$ cat src/rtl/key_pulse.sv
// key_pulse: sync + debounce + press one-shot for two active-low keys.
// Define KEY_PULSE_TIE_DROP_EN to drop L and R when both fire in one cycle.
module key_pulse #(
  parameter int DEBOUNCE = 4
) (
  input  logic clk,
  input  logic reset_n,
  input  logic key_l_n,
  input  logic key_r_n,
  input  logic freeze,
  output logic L,
  output logic R,
  output logic held_l,
  output logic held_r
);

  localparam int CW = $clog2(DEBOUNCE + 1);
  localparam logic [CW-1:0] CMAX = CW'(DEBOUNCE);
  localparam logic [CW-1:0] LAST = CW'(DEBOUNCE - 1);
  localparam logic [CW-1:0] ONE  = CW'(1);
  localparam logic [CW-1:0] ZERO = '0;

  // Bit 1 of the encoding is the debounced pressed level.
  typedef enum logic [1:0] {
    RELEASED     = 2'b00,
    PRESS_WAIT   = 2'b01,
    PRESSED      = 2'b11,
    RELEASE_WAIT = 2'b10
  } state_t;

  logic [1:0]    sync1;
  logic [1:0]    sync2;
  state_t        state    [2];
  state_t        state_nx [2];
  logic [CW-1:0] cnt      [2];
  logic [CW-1:0] cnt_nx   [2];
  logic [1:0]    ev;
  logic [1:0]    ev_nx;
  logic          tie;

  // Two-flop synchronizer, flipped to 1 = pressed (index 0 = left).
  always_ff @(posedge clk or negedge reset_n) begin
    if (!reset_n) begin
      sync1 <= '0;
      sync2 <= '0;
    end else begin
      sync1 <= ~{key_r_n, key_l_n};
      sync2 <= sync1;
    end
  end

  // Debounce state, counter and registered press event per channel.
  always_ff @(posedge clk or negedge reset_n) begin
    if (!reset_n) begin
      for (int i = 0; i < 2; i++) begin
        state[i] <= RELEASED;
        cnt[i]   <= '0;
      end
      ev <= '0;
    end else begin
      for (int i = 0; i < 2; i++) begin
        state[i] <= state_nx[i];
        cnt[i]   <= cnt_nx[i];
      end
      ev <= ev_nx;
    end
  end

  // Next state: a change is accepted after DEBOUNCE stable samples.
  always_comb begin
    for (int i = 0; i < 2; i++) begin
      state_nx[i] = state[i];
      cnt_nx[i]   = cnt[i];
      ev_nx[i]    = 1'b0;
      unique case (state[i])
        RELEASED: begin
          if (sync2[i]) begin
            state_nx[i] = PRESS_WAIT;
            cnt_nx[i]   = ONE;
          end
        end
        PRESS_WAIT: begin
          if (!sync2[i]) begin
            state_nx[i] = RELEASED;
            cnt_nx[i]   = ZERO;
          end else if (cnt[i] >= LAST) begin
            state_nx[i] = PRESSED;
            cnt_nx[i]   = ZERO;
            ev_nx[i]    = 1'b1;
          end else if (cnt[i] != CMAX) begin
            cnt_nx[i] = cnt[i] + ONE;
          end
        end
        PRESSED: begin
          if (!sync2[i]) begin
            state_nx[i] = RELEASE_WAIT;
            cnt_nx[i]   = ONE;
          end
        end
        RELEASE_WAIT: begin
          if (sync2[i]) begin
            state_nx[i] = PRESSED;
            cnt_nx[i]   = ZERO;
          end else if (cnt[i] >= LAST) begin
            state_nx[i] = RELEASED;
            cnt_nx[i]   = ZERO;
          end else if (cnt[i] != CMAX) begin
            cnt_nx[i] = cnt[i] + ONE;
          end
        end
        default: begin
          state_nx[i] = RELEASED;
          cnt_nx[i]   = ZERO;
        end
      endcase
    end
  end

`ifdef KEY_PULSE_TIE_DROP_EN
  assign tie = ev[0] & ev[1];
`else
  assign tie = 1'b0;
`endif

  // One-cycle move pulses, suppressed by freeze or a dropped tie.
  always_ff @(posedge clk or negedge reset_n) begin
    if (!reset_n) begin
      L <= 1'b0;
      R <= 1'b0;
    end else begin
      L <= ev[0] & ~freeze & ~tie;
      R <= ev[1] & ~freeze & ~tie;
    end
  end

  assign held_l = state[0][1];
  assign held_r = state[1][1];

endmodule
$ cat config.mk
export PLATFORM = sky130hd
export DESIGN_NAME = key_pulse
export DESIGN_NICKNAME = d
export VERILOG_FILES = /design/src/rtl/key_pulse.sv
export SDC_FILE = /design/constraint.sdc
export NUM_CORES = 1
export LEC_CHECK = 0
export CAP_MARGIN = 5
export CORE_MARGIN = 1.5
export CORE_UTILIZATION = 47
export CTS_BUF_LIST = sky130_fd_sc_hd__clkbuf_8
export DETAILED_ROUTE_END_ITERATION = 10
export GPL_TIMING_DRIVEN = 0
export PLACE_DENSITY = 0.75
export SETUP_SLACK_MARGIN = 0.3
export SYNTH_ARGS = -nofsm -noshare
export SYNTH_HDL_FRONTEND = slang
export SYNTH_SLANG_ARGS = --single-unit
$ cat constraint.sdc
create_clock -name clk -period 2.7 [get_ports clk]
set_input_delay 0.54 -clock clk [delete_from_list [all_inputs] [get_ports clk]]
set_output_delay 0.54 -clock clk [all_outputs]
set_load 0.01 [all_outputs]
==> results.py, run 1 <==
metrics = {
    "setup_path": {
        "crit_path_end_kind": "flip-flop",
        "critPathRequiredTime_ns": 2.83,
        "cp.arrival_ns": 1.96,
        "max_stage_delay_ns": 0.43,
        "crit_top_cell": "ha_1",
        "path_cells": "ha_1 > ha_1 > a211o_1 > o21ai_2 > mux2_2",
        "path_buf_inv": 0,
        "path_class": "reg -> reg",
        "critPathTopFamily": "compound AO/OA/AOI/OAI gates",
        "start_kind": "flip-flop",
        "critPathSlowestCell": "dfrtp_1",
        "crit_path_max_fanout": 5,
    },
    "placement": {
        "io_buffers": 8,
        "hpwl_um": 1130,
        "dp_cells": 125,
        "place_worst_setup_slack_ns": 0.886,
        "place_congestion": 0.855,
    },
    "floorplan": {
        "die-height_um": 49.2,
        "start_util_pct": 50.6,
        "ios": 9,
        "die-area_mm2": 0.00242,
        "rows": 16,
        "die_w_um": 49.2,
        "placeableCoreArea_mm2": 0.00198,
    },
    "cells_and_area": {
        "syn_to_final_growth_pct": 16.8,
        "diodes": 0,
        "layout-drive-gt1-share_pct": 9.80,
        "layout.cells.non_filler": 129,
        "final_common_cell": "dfrtp_1",
        "mostFrequentLayoutCells": "dfrtp_1, ha_1, inv_1",
        "final_nets": 124,
    },
    "drt": {
        "vias_per_cell": 5.11,
        "drt_iter0_drc": 6,
        "vias": 659,
        "first_pass_iters": 4,
        "wl_um": 1450,
        "drc": 0,
        "drtAntennaViolNets": 0,
        "wl_per_cell_um": 11.3,
    },
    "clock_network": {
        "clk_latency_ns": 0.25,
        "post_cts_buffers": 0,
        "cts_tree": "yes",
        "clock_tree.buffer_depth": 2,
        "hold_buffers": 0,
        "cts.root.buffer_cell": "clkbuf_8",
        "cts_resized": 0,
        "cts_sinks": 18,
        "cts_max_level": 1,
        "cts.clk_slew.worst_paths_ns": 0.06,
        "cts_buffers": 3,
    },
    "power_and_ir_drop": {
        "leakage_nw": 0.593,
        "power_density_mw_per_mm2": 974,
        "peakVddDrop_v": 0.000512,
        "finalPower_mw": 1.14,
    },
    "global_routing": {
        "grt_pass1_vias": 680,
        "gr-total-overflow": 0,
        "antenna_found_initial": 0,
        "gr-usage-all-layers_pct": 14.6,
        "grt_max_degree": 19,
        "grt_first_pass_wirelength_um": 2760,
    },
    "logic_synthesis": {
        "synth_fp_nets": 111,
        "synth_area_per_cell_um2": 11.1,
        "ys_types": 26,
        "netlist_area_mm2": 0.00100,
        "syn_inst": 90,
        "ys.warnings.count": 0,
        "yosysSeqAreaShare_pct": 44.9,
        "synth_seq_cells": 18,
    },
    "job": {
        "cap_viol_max_count": 0,
    },
    "status": {
        "status": "finished, final reports clean",
    },
    "sta": {
        "slew_headroom_pct": 51.7,
        "fin_ws_ns": 0.875,
        "max_freq_mhz": 548,
        "layout_min_cycle_time_ns": 1.82,
        "report.final.slew_viol_count": 0,
        "finalSetupViolCount": 0,
        "report.final.hold_viol_count": 0,
        "clock_skew_ns": 0.00392,
        "rsz0062_at_grt": "false",
        "tns_ns": 0,
        "worst_pin_slew_ns": 0.722,
        "min_period_over_period_pct": 67.6,
    },
    "min_path": {
        "hp-class": "reg -> reg",
    },
}
[power by group]
part / leakage, nW / total [mW] / switching [mW] / internal, mW
registers: 0.229 / 0.414 / 0.0715 / 0.342
logic: 0.336 / 0.521 / 0.276 / 0.245
clock network: 0.0288 / 0.207 / 0.0780 / 0.129
[registers in the layout, summed over array words and instances (netlist names)]
name    count
sync1       2
held_l      1
L           1
R           1
cnt         6
sync2       2
held_r      1
ev          2
state       2
[area by class of cell]
class                      count  area (µm²)
timing repair buffer           8        80.1
buffer                         1        7.51
tap                           27        33.8
multi-input combinational     58         497
sequential                    18         450
inverter                      13        48.8
fill                         164         810
clock buffer                   4        55.1
[metal layers]
layer | track usage [%] | up-vias | share of wire, %
li1 | - | 332 | -
met1 | 18.0 | 315 | 45
met2 | 24.8 | 12 | 50
met3 | 5.52 | 0 | 5.0
met4 | 1.90 | 0 | 0
met5 | 0 | - | 0
[path summary, 6_finish.rpt]
kind / cells after the start / slack, ns / start / endpoint
max in group asynchronous: 1 / 1.52 / reset_n / state[2]
hold / removal: 0 / 0.36 / sync1[1] / sync2[1]
setup reg to reg: 5 / 0.88 / cnt[0] / held_r
min in group asynchronous: 1 / 0.72 / reset_n / cnt[1]
setup / recovery: 5 / 0.88 / cnt[0] / held_r
hold reg to reg: 0 / 0.36 / sync1[1] / sync2[1]
[logic make-up after synthesis]
kind of cell             synth area share, %
AND/OR/NAND/NOR                         9.35
flip-flops                              44.9
buffers and inverters                   5.61
multiplexers                            9.73
AO/OA/AOI/OAI                           10.5
adder cells (fa/ha/maj)                 19.9
[worst reg2reg max path: cells and delay by family, from the launching register on]
family	cells	cell delay, ns
fa+ha+maj	2	0.43
flops	1	0.43
compound gates	2	0.51
mux	1	0.35
[cell usage after synthesis, drive strengths merged]
cell type	count	area share (%)
nand2b	1	0.62
a31oi	3	1.9
or4	2	1.5
or3b	1	0.87
a211o	2	1.7
nand2	3	1.1
a21oi	4	2.0
o41ai	1	0.87
mux2i	6	6.4
nor2b	2	1.2
buf	1	0.75
ha	16	20
a22o	1	0.87
nor3	1	0.50
nor2	4	1.5
mux2	3	3.4
o21ai	3	1.9
o22ai	2	1.2
inv	13	4.9
and3	3	2.0
dfrtp	18	45
[per-stage QoR]
stage	hold slack, ns	cell area (µm²)	util, %
4_1_cts	0.367	1170	59.2
2_1_floorplan	0.244	1000	-
6_report	0.362	1170	59.2
3_5_place_dp	0.353	1120	56.4
3_3_place_gp	0.332	1120	56.4
5_1_grt	0.374	1170	59.2
Note: power is estimated with default switching activity, not from simulation.
==> inputs of run 2 (changes only) <==
==> constraint.sdc (replaced) <==
create_clock -name clk -period 1.9 [get_ports clk]
set_input_delay 0.38 -clock clk [delete_from_list [all_inputs] [get_ports clk]]
set_output_delay 0.38 -clock clk [all_outputs]
set_load 0.01 [all_outputs]
==> results.py, run 2 (synthesized netlist as in run 1, its figures left out) <==
metrics = {
    "clock_network": {
        "hold_buffers": 0,
        "cts_sinks": 18,
        "cts_buffers": 3,
        "clock_tree.buffer_depth": 2,
        "cts_tree": "yes",
        "cts.clk_slew.worst_paths_ns": 0.06,
        "cts.root.buffer_cell": "clkbuf_8",
        "cts_max_level": 1,
        "clk_latency_ns": 0.26,
    },
    "min_path": {
        "hp-class": "reg -> reg",
        "hold_depth": 0,
    },
    "drt": {
        "vias": 724,
        "drc": 0,
        "drt_iter0_drc": 5,
        "vias_per_cell": 5.13,
        "drtAntennaViolNets": 0,
        "wl_per_cell_um": 13.7,
        "first_pass_iters": 3,
        "wl_um": 1930,
    },
    "setup_path": {
        "path_cells": "ha_2 > ha_2 > a211o_4 > o21ai_4 > mux2_4",
        "crit_path_max_fanout": 4,
        "cp.depth": 5,
        "crit_path_end_kind": "flip-flop",
        "start_kind": "flip-flop",
        "critPathSlowestCell": "dfrtp_1",
        "path_buf_inv": 0,
        "cp.arrival_ns": 1.78,
        "path_class": "reg -> reg",
        "max_stage_delay_ns": 0.40,
        "critPathTopFamily": "compound AO/OA/AOI/OAI gates",
        "worstRegToRegCells": 5,
        "critPathRequiredTime_ns": 2.04,
        "crit_top_cell": "ha_2",
    },
    "placement": {
        "dpl_cell_area_mm2": 0.00113,
        "place_congestion": 0.832,
        "hpwl_um": 1250,
        "io_buffers": 8,
    },
    "cells_and_area": {
        "post-route-cell-area_mm2": 0.00139,
        "multi_input_area_um2": 617,
        "final_nets": 136,
        "final_common_cell": "dfrtp_1",
        "mostFrequentLayoutCells": "dfrtp_1, buf_4, inv_1",
        "top_register": "cnt",
        "layout-drive-gt1-share_pct": 35.1,
        "largest_reg_flops": 6,
        "n_fill_cell": 134,
        "syn_to_final_growth_pct": 38.4,
        "diodes": 0,
        "regArea_um2": 452,
    },
    "power_and_ir_drop": {
        "power_density_mw_per_mm2": 1530,
        "switching_power_mw": 0.804,
        "power.internal_mw": 1.32,
        "switching_share_pct": 37.9,
        "combPwrFrac_pct": 58.9,
        "pwr-share-clk_pct": 14.4,
        "p_seq_share_pct": 26.7,
        "leakage_nw": 0.682,
        "peakVddDrop_v": 0.000880,
    },
    "floorplan": {
        "rows": 16,
        "ios": 9,
        "start_util_pct": 50.6,
        "die-height_um": 49.2,
        "die_w_um": 49.2,
        "placeableCoreArea_mm2": 0.00198,
        "die-area_mm2": 0.00242,
    },
    "sta": {
        "worst_pin_slew_ns": 0.765,
        "rsz0062_at_grt": "true",
        "layout_min_cycle_time_ns": 1.64,
        "tns_ns": 0,
        "report.final.slew_viol_count": 0,
        "max_freq_mhz": 611,
        "min_period_over_period_pct": 86.2,
        "finalSetupViolCount": 0,
        "clock_skew_ns": 0.00383,
        "slew_headroom_pct": 48.9,
        "report.final.hold_viol_count": 0,
    },
    "global_routing": {
        "antenna_found_initial": 0,
        "grt_max_degree": 19,
        "gr-total-overflow": 0,
        "grt_pass1_vias": 682,
        "grt_first_pass_wirelength_um": 3040,
        "gr-usage-all-layers_pct": 16.8,
    },
    "status": {
        "status": "finished, final reports clean",
    },
    "job": {
        "cap_viol_max_count": 0,
    },
}
run 2: final timing paths:
| path | start | end | slack, ns |
|---|---|---|---|
| setup / recovery | cnt[3] | held_l | 0.26 |
| hold / removal | sync1[1] | sync2[1] | 0.35 |
| setup reg to reg | cnt[3] | held_l | 0.26 |
| hold reg to reg | sync1[1] | sync2[1] | 0.35 |
| max in group asynchronous | reset_n | held_r | 0.80 |
| min in group asynchronous | reset_n | cnt[2] | 0.57 |
run 2: through the flow:
| stage | hold WS (ns) | power, mW | std cells | setup WS, ns | util (%) |
|---|---|---|---|---|---|
| 4_1_cts | 0.355 | 1.88 | 137 | 0.210 | 64.6 |
| 3_3_place_gp | 0.331 | 1.32 | 125 | 0.201 | 56.8 |
| 3_5_place_dp | 0.341 | 1.38 | 125 | 0.148 | 56.8 |
| 2_1_floorplan | 0.0844 | 1.16 | 90 | 0.276 | - |
| 5_1_grt | 0.367 | 2.29 | 141 | 0.205 | 70.1 |
| 6_report | 0.353 | 2.12 | 141 | 0.262 | 70.1 |
run 2: timing repair:
item	4_1_cts	5_1_grt
gates cloned	0	0
setup buffers	8	4
pin swaps	4	5
endpoints found under the setup margin	8	11
gates resized for setup	7	16
run 2: area by class of cell:
| type | instances | share of cell area, % |
|---|---|---|
| multi-input combinational | 58 | 44.4 |
| sequential | 18 | 32.5 |
| timing repair buffer | 20 | 12.6 |
| clock buffer | 4 | 3.96 |
| inverter | 13 | 3.51 |
| tap | 27 | 2.43 |
| buffer | 1 | 0.541 |
run 2: power groups by stage:
stage	logic [mW]	clock network (mW)	registers, mW
2_1_floorplan	0.583	0	0.576
3_3_place_gp	0.729	0	0.588
3_5_place_dp	0.785	0	0.592
4_1_cts	1.01	0.313	0.557
5_1_grt	1.37	0.334	0.580
6_report	1.25	0.304	0.567
run 2: layer usage:
| layer | vias up | share of wire (%) | track usage [%] |
|---|---|---|---|
| met5 | - | 0 | 0 |
| met4 | 0 | 1.8 | 8.57 |
| met3 | 5 | 4.4 | 6.13 |
| met2 | 15 | 53 | 26.8 |
| met1 | 348 | 41 | 19.8 |
| li1 | 356 | - | - |
==> inputs of run 3 (changes only) <==
--- a/config.mk
+++ b/config.mk
@@ -5,13 +5,15 @@
 export SDC_FILE = /design/constraint.sdc
 export NUM_CORES = 1
 export LEC_CHECK = 0
+export ABC_AREA = 1
 export CAP_MARGIN = 5
 export CORE_MARGIN = 1.5
 export CORE_UTILIZATION = 47
 export CTS_BUF_LIST = sky130_fd_sc_hd__clkbuf_8
 export DETAILED_ROUTE_END_ITERATION = 10
+export DONT_BUFFER_PORTS = 1
 export GPL_TIMING_DRIVEN = 0
-export PLACE_DENSITY = 0.75
+export PLACE_DENSITY = 0.7
 export SETUP_SLACK_MARGIN = 0.3
 export SYNTH_ARGS = -nofsm -noshare
 export SYNTH_HDL_FRONTEND = slang
==> results.py, run 3 <==
metrics = {
    "logic_synthesis": {
        "netlist.area_leader.share_pct": 40.4,
        "ys.warnings.count": 0,
        "synth_top_cell_by_area": "dfrtp_1",
        "synth_area_per_cell_um2": 8.01,
        "synthFlopType": "dfrtp_1",
        "yosysSeqAreaShare_pct": 40.4,
        "syn_inst": 139,
        "async_flop_share_pct": 100,
        "yosysMostFrequentCell": "nand2_1",
        "synth_edf_count": 0,
        "synth_fp_nets": 160,
        "ys_types": 14,
        "synth_common_cells": "nand2_1, inv_1, dfrtp_1",
        "netlist_area_mm2": 0.00111,
        "ys_top_cells_by_area": "dfrtp_1, ha_1, nand2_1, inv_1, nand2_2",
        "synth_seq_cells": 18,
    },
    "power_and_ir_drop": {
        "peakVddDrop_v": 0.00103,
        "power_density_mw_per_mm2": 1320,
        "leakage_nw": 0.684,
    },
    "floorplan": {
        "placeableCoreArea_mm2": 0.00223,
        "start_util_pct": 49.9,
        "die-area_mm2": 0.00267,
        "rows": 17,
        "ios": 9,
        "die_w_um": 51.7,
        "die-height_um": 51.7,
    },
    "setup_path": {
        "cp.depth": 9,
        "path_buf_inv": 1,
        "startpoint": "cnt[3]",
        "crit_top_cell": "nand2_2",
        "path_cells": "ha_1 > ha_1 > nor2_1 > nand2_1 > inv_2 > nand2_2 > nand2_2 > nand2_2 > nor2_2",
        "r2r-end": "cnt[4]",
        "crit_path_max_fanout": 5,
        "max_stage_delay_ns": 0.43,
        "reg2reg_slack_ns": 0.53,
        "path_class": "reg -> reg",
        "crit_path_end_kind": "flip-flop",
        "cp.arrival_ns": 1.56,
        "critPathSlowestCell": "dfrtp_1",
        "worstRegToRegCells": 9,
        "critPathRequiredTime_ns": 2.08,
        "critPathTopFamily": "flip-flops",
        "start_kind": "flip-flop",
        "endpoint": "cnt[4]",
        "rr_startpoint": "cnt[3]",
    },
    "drt": {
        "drt_iter0_drc": 9,
        "wl_per_cell_um": 9.33,
        "first_pass_iters": 4,
        "vias": 797,
        "drc": 0,
        "drtAntennaViolNets": 0,
        "vias_per_cell": 4.66,
        "wl_um": 1600,
    },
    "sta": {
        "report.final.hold_viol_count": 0,
        "slew_headroom_pct": 51.2,
        "clock_skew_ns": 0.00156,
        "report.final.slew_viol_count": 0,
        "min_period_over_period_pct": 72.3,
        "tns_ns": 0,
        "max_freq_mhz": 728,
        "rsz0062_at_grt": "false",
        "layout_min_cycle_time_ns": 1.37,
        "worst_pin_slew_ns": 0.729,
        "holdWs_ns": 0.185,
        "finalSetupViolCount": 0,
        "fin_ws_ns": 0.527,
    },
    "global_routing": {
        "grt_first_pass_wirelength_um": 2890,
        "grt_pass1_vias": 718,
        "grt_max_degree": 19,
        "antenna_found_initial": 0,
        "gr-usage-all-layers_pct": 14.8,
        "gr-total-overflow": 0,
        "grtUsageMet1_pct": 17.3,
        "top_usage_layer": "met2",
        "met3_usage_pct": 6.32,
        "use_met2_pct": 23.7,
    },
    "cells_and_area": {
        "layout.cells.non_filler": 171,
        "top_register": "cnt",
        "mostFrequentLayoutCells": "nand2_1, inv_1, dfrtp_1",
        "syn_to_final_growth_pct": 7.75,
        "diodes": 0,
        "largest_reg_flops": 6,
        "layout-drive-gt1-share_pct": 16.1,
        "final_nets": 166,
        "final_common_cell": "nand2_1",
        "utilization_pct": 53.7,
    },
    "clock_network": {
        "post_cts_buffers": 0,
        "cts.root.buffer_cell": "clkbuf_8",
        "cts_sinks": 18,
        "clk_latency_ns": 0.24,
        "clock_tree.buffer_depth": 2,
        "cts_resized": 0,
        "cts_max_level": 1,
        "cts_tree": "yes",
        "cts.clk_slew.worst_paths_ns": 0.06,
        "cts_buffers": 3,
    },
    "placement": {
        "place_congestion": 0.777,
        "hpwl_um": 1290,
        "dp_cells": 167,
        "io_buffers": 0,
        "place_worst_setup_slack_ns": 0.522,
    },
    "job": {
        "cap_viol_max_count": 0,
    },
    "min_path": {
        "hp-class": "in -> reg",
        "hp-start": "key_l_n",
    },
    "status": {
        "status": "finished, final reports clean",
    },
}
-- run 3: worst register-to-register path, delay by kind of cell, from the launching register on --
| family | cells | cell delay [ns] |
|---|---|---|
| flops | 1 | 0.43 |
| simple gates | 6 | 0.40 |
| fa+ha+maj | 2 | 0.39 |
| buf+inv | 1 | 0.08 |
-- run 3: what timing repair did --
| item | 4_1_cts | 5_1_grt |
|---|---|---|
| hold buffers | 1 | 0 |
| endpoints found under the hold margin | 18 | 0 |
| endpoints found under the setup margin | 0 | 0 |
-- run 3: worst min-delay path by stage --
stage / endpoint / cells after the start / slack [ns]
2_1_floorplan: L / 0 / 0.08
3_3_place_gp: held_r / 0 / 0.08
3_5_place_dp: state[0] / 0 / 0.08
4_1_cts: sync1[0] / 1 / 0.18
5_1_grt: R / 1 / 0.17
6_report: sync1[0] / 1 / 0.18
-- run 3: routing by layer --
layer | vias up | part of all wire [%] | wire length (µm)
met1 | 348 | 45 | 715
met2 | 18 | 47 | 747
met3 | 5 | 6.6 | 106
met4 | 0 | 1.7 | 27
li1 | 426 | - | -
met5 | - | 0 | 0
-- run 3: power by group --
| part | switching [mW] | total, mW | internal [mW] | leakage, nW |
|---|---|---|---|---|
| registers | 0.103 | 0.575 | 0.473 | 0.230 |
| clock network | 0.105 | 0.245 | 0.140 | 0.0216 |
| logic | 0.468 | 0.760 | 0.292 | 0.433 |
-- run 3: layout make-up --
cell class | instances | area [µm²]
Sequential cell | 18 | 450
Inverter | 27 | 104
Timing Repair Buffer | 1 | 10.0
Tap cell | 28 | 35.0
Clock buffer | 3 | 41.3
Multi-Input combinational cell | 94 | 559
Fill cell | 210 | 1030
-- run 3: stage by stage --
stage	cell area, µm²	power, mW
floorplan	1110	1.20
global placement	1150	1.31
detailed placement	1150	1.34
CTS	1200	1.60
global route	1200	1.76
finish	1200	1.58
-- run 3: kinds of logic after synthesis --
group | synth area share (%)
adders and majority gates | 18.0
DFF | 40.4
AOI/OAI and AO/OA | 2.47
and+or+nand+nor | 29.8
buffers and inverters | 9.33
==> RTL edit (flow settings as in run 3) <==
Make the reset (`reset_n`) synchronous in 3 clocked blocks.
--- a/src/rtl/key_pulse.sv
+++ b/src/rtl/key_pulse.sv
@@ -40,5 +40,5 @@
 
   // Two-flop synchronizer, flipped to 1 = pressed (index 0 = left).
-  always_ff @(posedge clk or negedge reset_n) begin
+  always_ff @(posedge clk) begin
     if (!reset_n) begin
       sync1 <= '0;
@@ -51,5 +51,5 @@
 
   // Debounce state, counter and registered press event per channel.
-  always_ff @(posedge clk or negedge reset_n) begin
+  always_ff @(posedge clk) begin
     if (!reset_n) begin
       for (int i = 0; i < 2; i++) begin
@@ -124,5 +124,5 @@
 
   // One-cycle move pulses, suppressed by freeze or a dropped tie.
-  always_ff @(posedge clk or negedge reset_n) begin
+  always_ff @(posedge clk) begin
     if (!reset_n) begin
       L <= 1'b0;
Behaviour: differs if reset_n is asserted again (counterexample within 10 cycles, from zero or initial values and one cycle with reset_n low); with reset_n held inactive, the same outputs for 10 cycles.
==> RTL edit against run 3 <==
Fmax is 7.3% lower; area after synthesis is 3.9% lower; power is 5.4% higher; wire length is 20% higher; via count is 11% higher; sequential cell count stayed put; largest power group unchanged; die area is 3.7% lower; clock skew is 0.0013 ns higher; final area is 3.2% lower; worst setup slack worse by 0.11 ns.
==> RTL edit: results (changes against run 3) <==
[status]
outcome=finished clean  ; unchanged

[sta]
fin_skew_ns=0.00285  ; was 0.00156 ns
whs_ns=0.185  ; about the same
tightest_slew_ns=0.287  ; was 0.729 ns

[worst_setup_path]
reg2reg_to=cnt[0][1]  ; was cnt[4]
crit_arrival_ns=1.64  ; was 1.56 ns
startpoint=state[0][1]  ; was cnt[3]
cp_max_fo=5  ; unchanged
reg2reg_depth=10  ; was 9

[global_routing]
grt_max_degree=11  ; was 19
antenna_found_initial=0  ; unchanged
grt_pass1_wl_mm=3.38  ; was 2.89 mm
grt_usage_pct=17.5  ; was 14.8%
grt_pass1_vias=818  ; was 718

[power_and_ir_drop]
pg_seq_uw=545  ; was 575 uW
leakage_uw=0.000569  ; was 0.000684 uW
total_power_uw=1670  ; was 1580 uW
p_comb_uw=804  ; was 760 uW
peakVddDrop_mv=0.832  ; was 1.03 mV
p_sw_uw=732  ; was 676 uW

[routing]
via_per_inst=4.89  ; was 4.66
drt_iter0_drc=17  ; was 9
routedWlPerCell_um=10.6  ; was 9.33 um

[synth]
yosysUniqueCellTypes=18  ; was 14
synth_compound_area_share_pct=5.61  ; was 2.47%
async_flop_share_pct=0  ; was 100%
ys_top_cells_by_area=dfxtp_1, ha_1, nand2_1, inv_1, nor2_1  ; was dfrtp_1, ha_1, nand2_1, inv_1, nand2_2
yosys-top-cells-count=nand2_1, inv_1, nor2_1, dfxtp_1, ha_1  ; was nand2_1, inv_1, dfrtp_1, ha_1, nand3_1
synth.avg_cell_area_um2=7.23  ; was 8.01 um^2
synth-seq-area-share_pct=33.7  ; was 40.4%
synth_fp_nets=167  ; was 160

[clock_tree]
clk_latency_ns=0.26  ; was 0.24 ns
cts_htree_levels=1  ; unchanged

[place]
hpwl_mm=1.38  ; was 1.29 mm
placed_area_mm2=0.00110  ; was 0.00115 mm^2
port_buffers=0  ; unchanged
globalplace.congestion=0.809  ; was 0.777

[finish]
drive_gt1_share_pct=12.5  ; was 16.1%
stdcell_count=180  ; was 171
antenna_cells=0  ; unchanged

[worst_hold_path]
hold_path_end=sync1[0]  ; unchanged
holdCritStartpoint=key_l_n  ; unchanged

-- RTL edit: area by class of cell --
| type | count | area, um^2 |
|---|---|---|
| Tap cell | 28 | 35.0 |
| Multi-Input combinational cell | 103 | 607 |
| Sequential cell | 18 | 362 |
| Clock buffer | 4 | 55.1 |
| Inverter | 26 | 97.6 |
| Buffer | 1 | 5.00 |
| Fill cell | 218 | 1010 |
-- RTL edit: critical path: stages, from the launching register on --
cell and delay, ns:
dfxtp_1 0.46, inv_1 0.10, ha_1 0.24, nor2_1 0.12, nand2_2 0.08, nand2_4 0.10
inv_2 0.06, nand2_1 0.05, nand2_1 0.06, nand2_1 0.08, nor2_2 0.04
-- RTL edit: per-layer routing --
layer	up-vias	track usage, %	share of wire (%)
met2	18	30.0	49
met5	-	0	0
met4	0	6.76	1.5
met1	400	21.9	46
met3	5	2.98	4.0
li1	458	-	-
